--- config.mk ---
export PLATFORM = sky130hd
export DESIGN_NAME = cache_rd_ctrl
export DESIGN_NICKNAME = d
export VERILOG_FILES = /design/src/rtl/cache_pkg.sv /design/src/rtl/cache_fill_seq.sv /design/src/rtl/cache_rd_ctrl.sv
export SDC_FILE = /design/constraint.sdc
export NUM_CORES = 1
export LEC_CHECK = 0
export CORE_ASPECT_RATIO = 2
export CORE_UTILIZATION = 40
export CTS_BUF_LIST = sky130_fd_sc_hd__clkbuf_16
export CTS_CLUSTER_SIZE = 24
export DETAILED_ROUTE_END_ITERATION = 10
export GPL_ROUTABILITY_DRIVEN = 0
export PLACE_DENSITY = 0.75
export SYNTH_ARGS = -nofsm -noshare
export SYNTH_HDL_FRONTEND = slang
export SYNTH_SLANG_ARGS = --single-unit
--- constraint.sdc ---
create_clock -name i_clk -period 5.6 [get_ports i_clk]
set_input_delay 1.12 -clock i_clk [delete_from_list [all_inputs] [get_ports i_clk]]
set_output_delay 1.12 -clock i_clk [all_outputs]
set_load 0.02 [all_outputs]
--- src/rtl/cache_pkg.sv ---
// cache_pkg: shared state type and sizing helpers for the read cache controller
package cache_pkg;
  typedef enum logic [2:0] {IDLE, PROBE, MREQ, MWAIT, FILL} cache_rd_state_t;
  function automatic int beats_of(input int size_block, input int w_bus);
    return size_block / w_bus;
  endfunction
  function automatic int bytes_of(input int bits);
    return bits / 8;
  endfunction
  function automatic logic [31:0] sat_inc(input logic [31:0] v);
    return (v == '1) ? v : v + 32'd1;
  endfunction
endpackage

--- src/rtl/cache_fill_seq.sv ---
// cache_fill_seq: SDRAM beat issue/receive counters, byte-address generation and block assembly
module cache_fill_seq
  import cache_pkg::*;
#(
  parameter int SIZE_BLOCK = 32,
  parameter int BIT_TOTAL = 24,
  parameter int W_BUS = 32,
  parameter int W_ADDR = 32,
  parameter logic [W_ADDR-1:0] BASE_ADDR = '0
) (
  input  logic                  clk,
  input  logic                  rst,
  input  logic                  clr,
  input  logic                  issuing,
  input  logic                  collecting,
  input  logic [BIT_TOTAL-1:0]  idx,
  input  logic                  avm_waitrequest,
  input  logic                  avm_readdatavalid,
  input  logic [W_BUS-1:0]      avm_readdata,
  output logic [W_ADDR-1:0]     avm_address,
  output logic                  last_issue,
  output logic                  done,
  output logic [SIZE_BLOCK-1:0] block
);
  localparam int BEATS = beats_of(SIZE_BLOCK, W_BUS);
  localparam int CW = $clog2(BEATS + 1);
  logic [CW-1:0] iss_q, iss_d, rcv_q, rcv_d;
  logic [SIZE_BLOCK-1:0] block_q, block_d;
  logic fire, take;
  always_comb begin
    fire = issuing && !avm_waitrequest;
    take = collecting && avm_readdatavalid && (rcv_q < CW'(BEATS));
    last_issue = fire && (iss_q == CW'(BEATS - 1));
    done = take && (rcv_q == CW'(BEATS - 1));
    iss_d = clr ? '0 : iss_q + CW'(fire);
    rcv_d = clr ? '0 : rcv_q + CW'(take);
    block_d = block_q;
    // beat 0 lands in the least-significant slice
    if (take) block_d[rcv_q*W_BUS +: W_BUS] = avm_readdata;
    avm_address = BASE_ADDR + W_ADDR'(idx) * W_ADDR'(bytes_of(SIZE_BLOCK))
                + W_ADDR'(iss_q) * W_ADDR'(bytes_of(W_BUS));
  end
  assign block = block_q;
  always_ff @(posedge clk or posedge rst)
    if (rst) begin
      iss_q <= '0;
      rcv_q <= '0;
      block_q <= '0;
    end else begin
      iss_q <= iss_d;
      rcv_q <= rcv_d;
      block_q <= block_d;
    end
endmodule

--- src/rtl/cache_rd_ctrl.sv ---
// cache_rd_ctrl: single-outstanding read cache controller; hits served from the block cache,
// misses refilled from SDRAM in single-word beats
module cache_rd_ctrl
  import cache_pkg::*;
#(
  parameter int SIZE_BLOCK = 32,
  parameter int BIT_TOTAL = 24,
  parameter int W_BUS = 32,
  parameter int W_ADDR = 32,
  parameter logic [W_ADDR-1:0] BASE_ADDR = 32'h0
) (
  input  logic                  i_clk,
  input  logic                  i_rst,
  input  logic                  i_avs_read,
  input  logic [BIT_TOTAL-1:0]  i_avs_address,
  output logic                  o_avs_waitrequest,
  output logic [SIZE_BLOCK-1:0] o_avs_readdata,
  output logic                  o_avs_readdatavalid,
  output logic                  o_avm_read,
  output logic [W_ADDR-1:0]     o_avm_address,
  input  logic                  i_avm_waitrequest,
  input  logic [W_BUS-1:0]      i_avm_readdata,
  input  logic                  i_avm_readdatavalid,
  output logic                  o_cache_en,
  output logic                  o_cache_wrt,
  output logic [BIT_TOTAL-1:0]  o_cache_addr,
  output logic [SIZE_BLOCK-1:0] o_cache_data,
  input  logic [SIZE_BLOCK-1:0] i_cache_data,
  input  logic                  i_cache_success,
  output logic [31:0]           o_hit_cnt,
  output logic [31:0]           o_miss_cnt
);
  cache_rd_state_t state_q, state_d;
  logic [BIT_TOTAL-1:0] idx_q, idx_d;
  logic [SIZE_BLOCK-1:0] rdata_q, rdata_d, block;
  logic rvalid_q, rvalid_d, clr, last_issue, done;
  logic [31:0] hit_q, hit_d, miss_q, miss_d;
  logic [W_ADDR-1:0] seq_address;
  cache_fill_seq #(
    .SIZE_BLOCK(SIZE_BLOCK),
    .BIT_TOTAL(BIT_TOTAL),
    .W_BUS(W_BUS),
    .W_ADDR(W_ADDR),
    .BASE_ADDR(BASE_ADDR)
  ) u_seq (
    .clk(i_clk),
    .rst(i_rst),
    .clr(clr),
    .issuing(state_q == MREQ),
    .collecting(state_q == MREQ || state_q == MWAIT),
    .idx(idx_q),
    .avm_waitrequest(i_avm_waitrequest),
    .avm_readdatavalid(i_avm_readdatavalid),
    .avm_readdata(i_avm_readdata),
    .avm_address(seq_address),
    .last_issue(last_issue),
    .done(done),
    .block(block)
  );
  always_comb begin
    state_d = state_q;
    idx_d = idx_q;
    rdata_d = rdata_q;
    rvalid_d = 1'b0;
    hit_d = hit_q;
    miss_d = miss_q;
    clr = 1'b0;
    o_cache_en = 1'b0;
    o_cache_wrt = 1'b0;
    o_cache_addr = '0;
    case (state_q)
      IDLE: if (i_avs_read) begin
        o_cache_en = 1'b1;
        o_cache_addr = i_avs_address;
        idx_d = i_avs_address;
        state_d = PROBE;
      end
      PROBE: if (i_cache_success) begin
        rdata_d = i_cache_data;
        rvalid_d = 1'b1;
        hit_d = sat_inc(hit_q);
        state_d = IDLE;
      end else begin
        miss_d = sat_inc(miss_q);
        clr = 1'b1;
        state_d = MREQ;
      end
      MREQ: state_d = done ? FILL : last_issue ? MWAIT : MREQ;
      MWAIT: state_d = done ? FILL : MWAIT;
      // the write-done flag that follows is deliberately not waited on
      FILL: begin
        o_cache_en = 1'b1;
        o_cache_wrt = 1'b1;
        o_cache_addr = idx_q;
        rdata_d = block;
        rvalid_d = 1'b1;
        state_d = IDLE;
      end
      default: state_d = IDLE;
    endcase
  end
  assign o_avs_waitrequest = state_q != IDLE;
  assign o_avm_read = state_q == MREQ;
  assign o_avm_address = o_avm_read ? seq_address : '0;
  assign o_cache_data = (state_q == FILL) ? block : '0;
  assign o_avs_readdata = rdata_q;
  assign o_avs_readdatavalid = rvalid_q;
  assign o_hit_cnt = hit_q;
  assign o_miss_cnt = miss_q;
  always_ff @(posedge i_clk or posedge i_rst)
    if (i_rst) begin
      state_q <= IDLE;
      idx_q <= '0;
      rdata_q <= '0;
      rvalid_q <= 1'b0;
      hit_q <= '0;
      miss_q <= '0;
    end else begin
      state_q <= state_d;
      idx_q <= idx_d;
      rdata_q <= rdata_d;
      rvalid_q <= rvalid_d;
      hit_q <= hit_d;
      miss_q <= miss_d;
    end
endmodule
==> metrics.md <==
| Metric | Value |
|---|---|
| Status | `finished, final reports clean` |
| XOR/XNOR Fraction of Synth Area | `8.70%` |
| GR Util met1 | `25.5%` |
| Final hold violation count | `0` |
| Clk sinks | `158` |
| Die X-Extent | `102 um` |
| Synth area leader | `dfrtp_1` |
| DR WL/cell | `approximately 19 um` |
| Crit path time final | `4.38 ns` |
| Fill count | `about 1,700` |
| Area contributors post-synth | `dfrtp_1 (50%), mux2_2 (7.9%), xor2_1 (5.7%)` |
| WP data required | `4.48 ns` |
| # Post-CTS Setup Buffers | `0` |
| Total core area | `19,400 um2` |
| Vias in the first global route | `just over 7,000` |
| Nets | `1,094` |
| Final-report max-slew violation count | `0` |
| Post-synthesis simple-gate area fraction | `between 10% and 20%` |
| Top FF cell, synth | `dfrtp_1` |
| Synth async-reset ratio | `100%` |
| CTS Buf Count | `17` |
| VDD IR max | `0.000234 V` |
| Storage element area | `3950 um2` |
| PD cells | `about 440 nW/um2` |
| First-pass GRT wire length | `38,200 um` |
| Root buffer cell | `clkbuf_16` |
| Seq/Total Area, Yosys | `between 40 and 50%` |
| Placement Setup Slack | `1.22 ns` |
| Critical path peak fanout | `37` |
| Startpoint Class | `primary input` |
| Synth Area per Inst | `10.9 um2` |
| Initial antenna violation count | `1` |
| Hold Crit Class | `reg -> reg` |
| TNS Setup | `0 ns` |
| Post-CTS sizing | `0` |
| Largest net degree at the start of global routing | `95` |
| Detail Placement HPWL | `17,800 um` |
| Cell with the most instances after synthesis | `dfrtp_1` |
| Setup violators final | `0` |
| Met3 usage | `4.97%` |
| CTS H-tree lvls | `4` |
| DRC violations left | `0` |
| Synth unique cells | `44` |
| Critical path arrival | `3.26 ns` |
| Cells after Synth | `about 730` |
| Crit path kind | `in -> out` |
| Post-synthesis mux area share | `12.1%` |
| Ratio of cells with drive above 1 in the final layout | `11.1%` |
| Initial DRT Pass Iterations | `5` |
| Post-route ant nets | `0` |
| Initial Utilization | `41.1%` |
| Footprint of the multi-input gates | `3820 um2` |
| Fin crit share | `between 70% and 80%` |
| Pleak | `slightly above 5 nW` |
| Die height | `201 um` |
| Layout area overhead | `45.6%` |
| Die area | `about 20,000 um2` |
| Worst Clk Skew | `approximately 0.0074 ns` |
| Final Worst Setup Slack | `1.22 ns` |
| Post-synthesis compound-gate area fraction | `6.97%` |
| Top post-synthesis cells by count | `dfrtp_1 (158), mux2_2 (56), nor2_1 (55)` |
| All-Layer GR Usage | `24.5%` |
| Drt initial violations | `192` |
| Synth top area share | `roughly half` |
| Adder-Cell Fraction of Synth Area | `0.786%` |
| Slew HR | `32.0%` |
| DRT Wirelength | `23,900 um` |
| Grt total ovfl | `0` |
| Fmax | `between 200 and 250 MHz` |
| # hold bufs at CTS | `0` |
| CTS tree | `done` |
| RSZ-0062 raised after global routing | `false` |
| I/O pin total | `283` |
| Post-Syn Area | `around 8000 um2` |
| CTS max path bufs | `2` |
| Worst-Margin Slew | `1.02 ns` |
| EDFF count, synth | `0` |
| Site Rows | `72` |
| Clk Latency, worst-skew pair | `approximately 0.42 ns` |
| Clock transition at path regs | `0.06 ns` |
| Vias per Instance | `~5.3` |
| Port bufs | `roughly 280` |
| Critical Path Sink Type | `output port` |
| Max Cap Viol | `0` |
| Largest family of logic cells by synthesized area | `simple AND/OR/NAND/NOR gates` |
| Yosys Warn Count | `0` |
| FF+latch count, synth | `roughly 160` |
| GRT busiest layer | `met2` |
| GR Layer Usage met2 | `44.8%` |
| Routed via count | `6,703` |
per-layer routing:
metal,share of wire (%),wire length (um)
met2,55,13300
met3,4.5,1080
met5,0,0
met4,4.3,1040
met1,36,8540
through the flow:
stage	total power, mW	hold slack [ns]	cell area, um2	util [%]	instances
2_1_floorplan	2.97	0.472	7980	-	737
6_report	5.09	0.497	11600	59.8	1268
3_3_place_gp	3.86	0.480	11000	56.6	1235
4_1_cts	5.14	0.498	11600	59.8	1267
3_5_place_dp	3.91	0.487	11000	56.6	1235
5_1_grt	5.38	0.512	11600	59.8	1268
layout make-up:
cell class	instances	area share [%]
Sequential cell	158	34.1
Clock buffer	17	3.67
Tap cell	259	2.80
Antenna cell	1	0.0216
Multi-Input combinational cell	522	32.9
Inverter	13	0.464
Clock inverter	15	1.69
Timing Repair Buffer	283	24.3
kinds of logic after synthesis:
logic type	count (synthesis)
compound gates	72
simple gates	270
fa+ha+maj	5
mux	89
flops	158
other cells	1
xor+xnor	79
buf+inv	57
final timing paths:
| path | start | end | slack [ns] | depth (start not counted) |
|---|---|---|---|---|
| worst min-delay path | u_seq.block[26] | u_seq.block[26] | 0.50 | 1 |
| worst max-delay path | i_avs_read | o_cache_addr[13] | 1.22 | 5 |
| max in group asynchronous | i_rst | o_avs_readdata[28] | 3.34 | 3 |
| min in group asynchronous | i_rst | o_hit_cnt[2] | 1.26 | 2 |
| worst max register to register | state_q[2] | o_miss_cnt[28] | 2.65 | 6 |
| worst min register to register | u_seq.block[26] | u_seq.block[26] | 0.50 | 1 |
power by group:
| group | internal, mW | switching (mW) | total (mW) |
|---|---|---|---|
| clock | 0.744 | 0.475 | 1.22 |
| sequential | 1.51 | 0.328 | 1.84 |
| combinational | 1.01 | 1.02 | 2.03 |
| total | 3.27 | 1.82 | 5.09 |
critical path: stages:
cell and delay [ns]:
clkdlybuf4s50_1 0.51, inv_1 0.08, nor2_4 0.68, a22o_1 0.25, clkdlybuf4s50_1 0.61
registers in the layout (all words and copies together), names as in the netlist:
register,cells
idx_q,24
o_avs_readdata,32
o_avs_readdatavalid,1
o_hit_cnt,32
o_miss_cnt,32
state_q,3
u_seq.block,32
u_seq.iss_q,1
u_seq.rcv_q,1
placed cells by master, fill, tap and decap left out, types with 7 or more instances in the layout:
cell | netlist | layout
nand3_1 | 31 | 31
mux2_2 | 56 | 56
inv_1 | 13 | 13
mux2i_1 | 33 | 33
o21bai_1 | 32 | 32
and2_1 | 9 | 8
nor2_1 | 55 | 52
xnor2_1 | 27 | 27
clkdlybuf4s50_1 | 0 | 275
nor3_1 | 20 | 20
nand2_1 | 43 | 43
dfrtp_1 | 158 | 158
buf_4 | 7 | 8
and4_1 | 9 | 9
xor2_1 | 52 | 52
conb_1 | 1 | 7
and3_1 | 38 | 38
nor4_1 | 12 | 12
nand4_1 | 26 | 26
clkbuf_16 | 0 | 17
a22o_1 | 22 | 22
(Power assumes the default switching activity.)
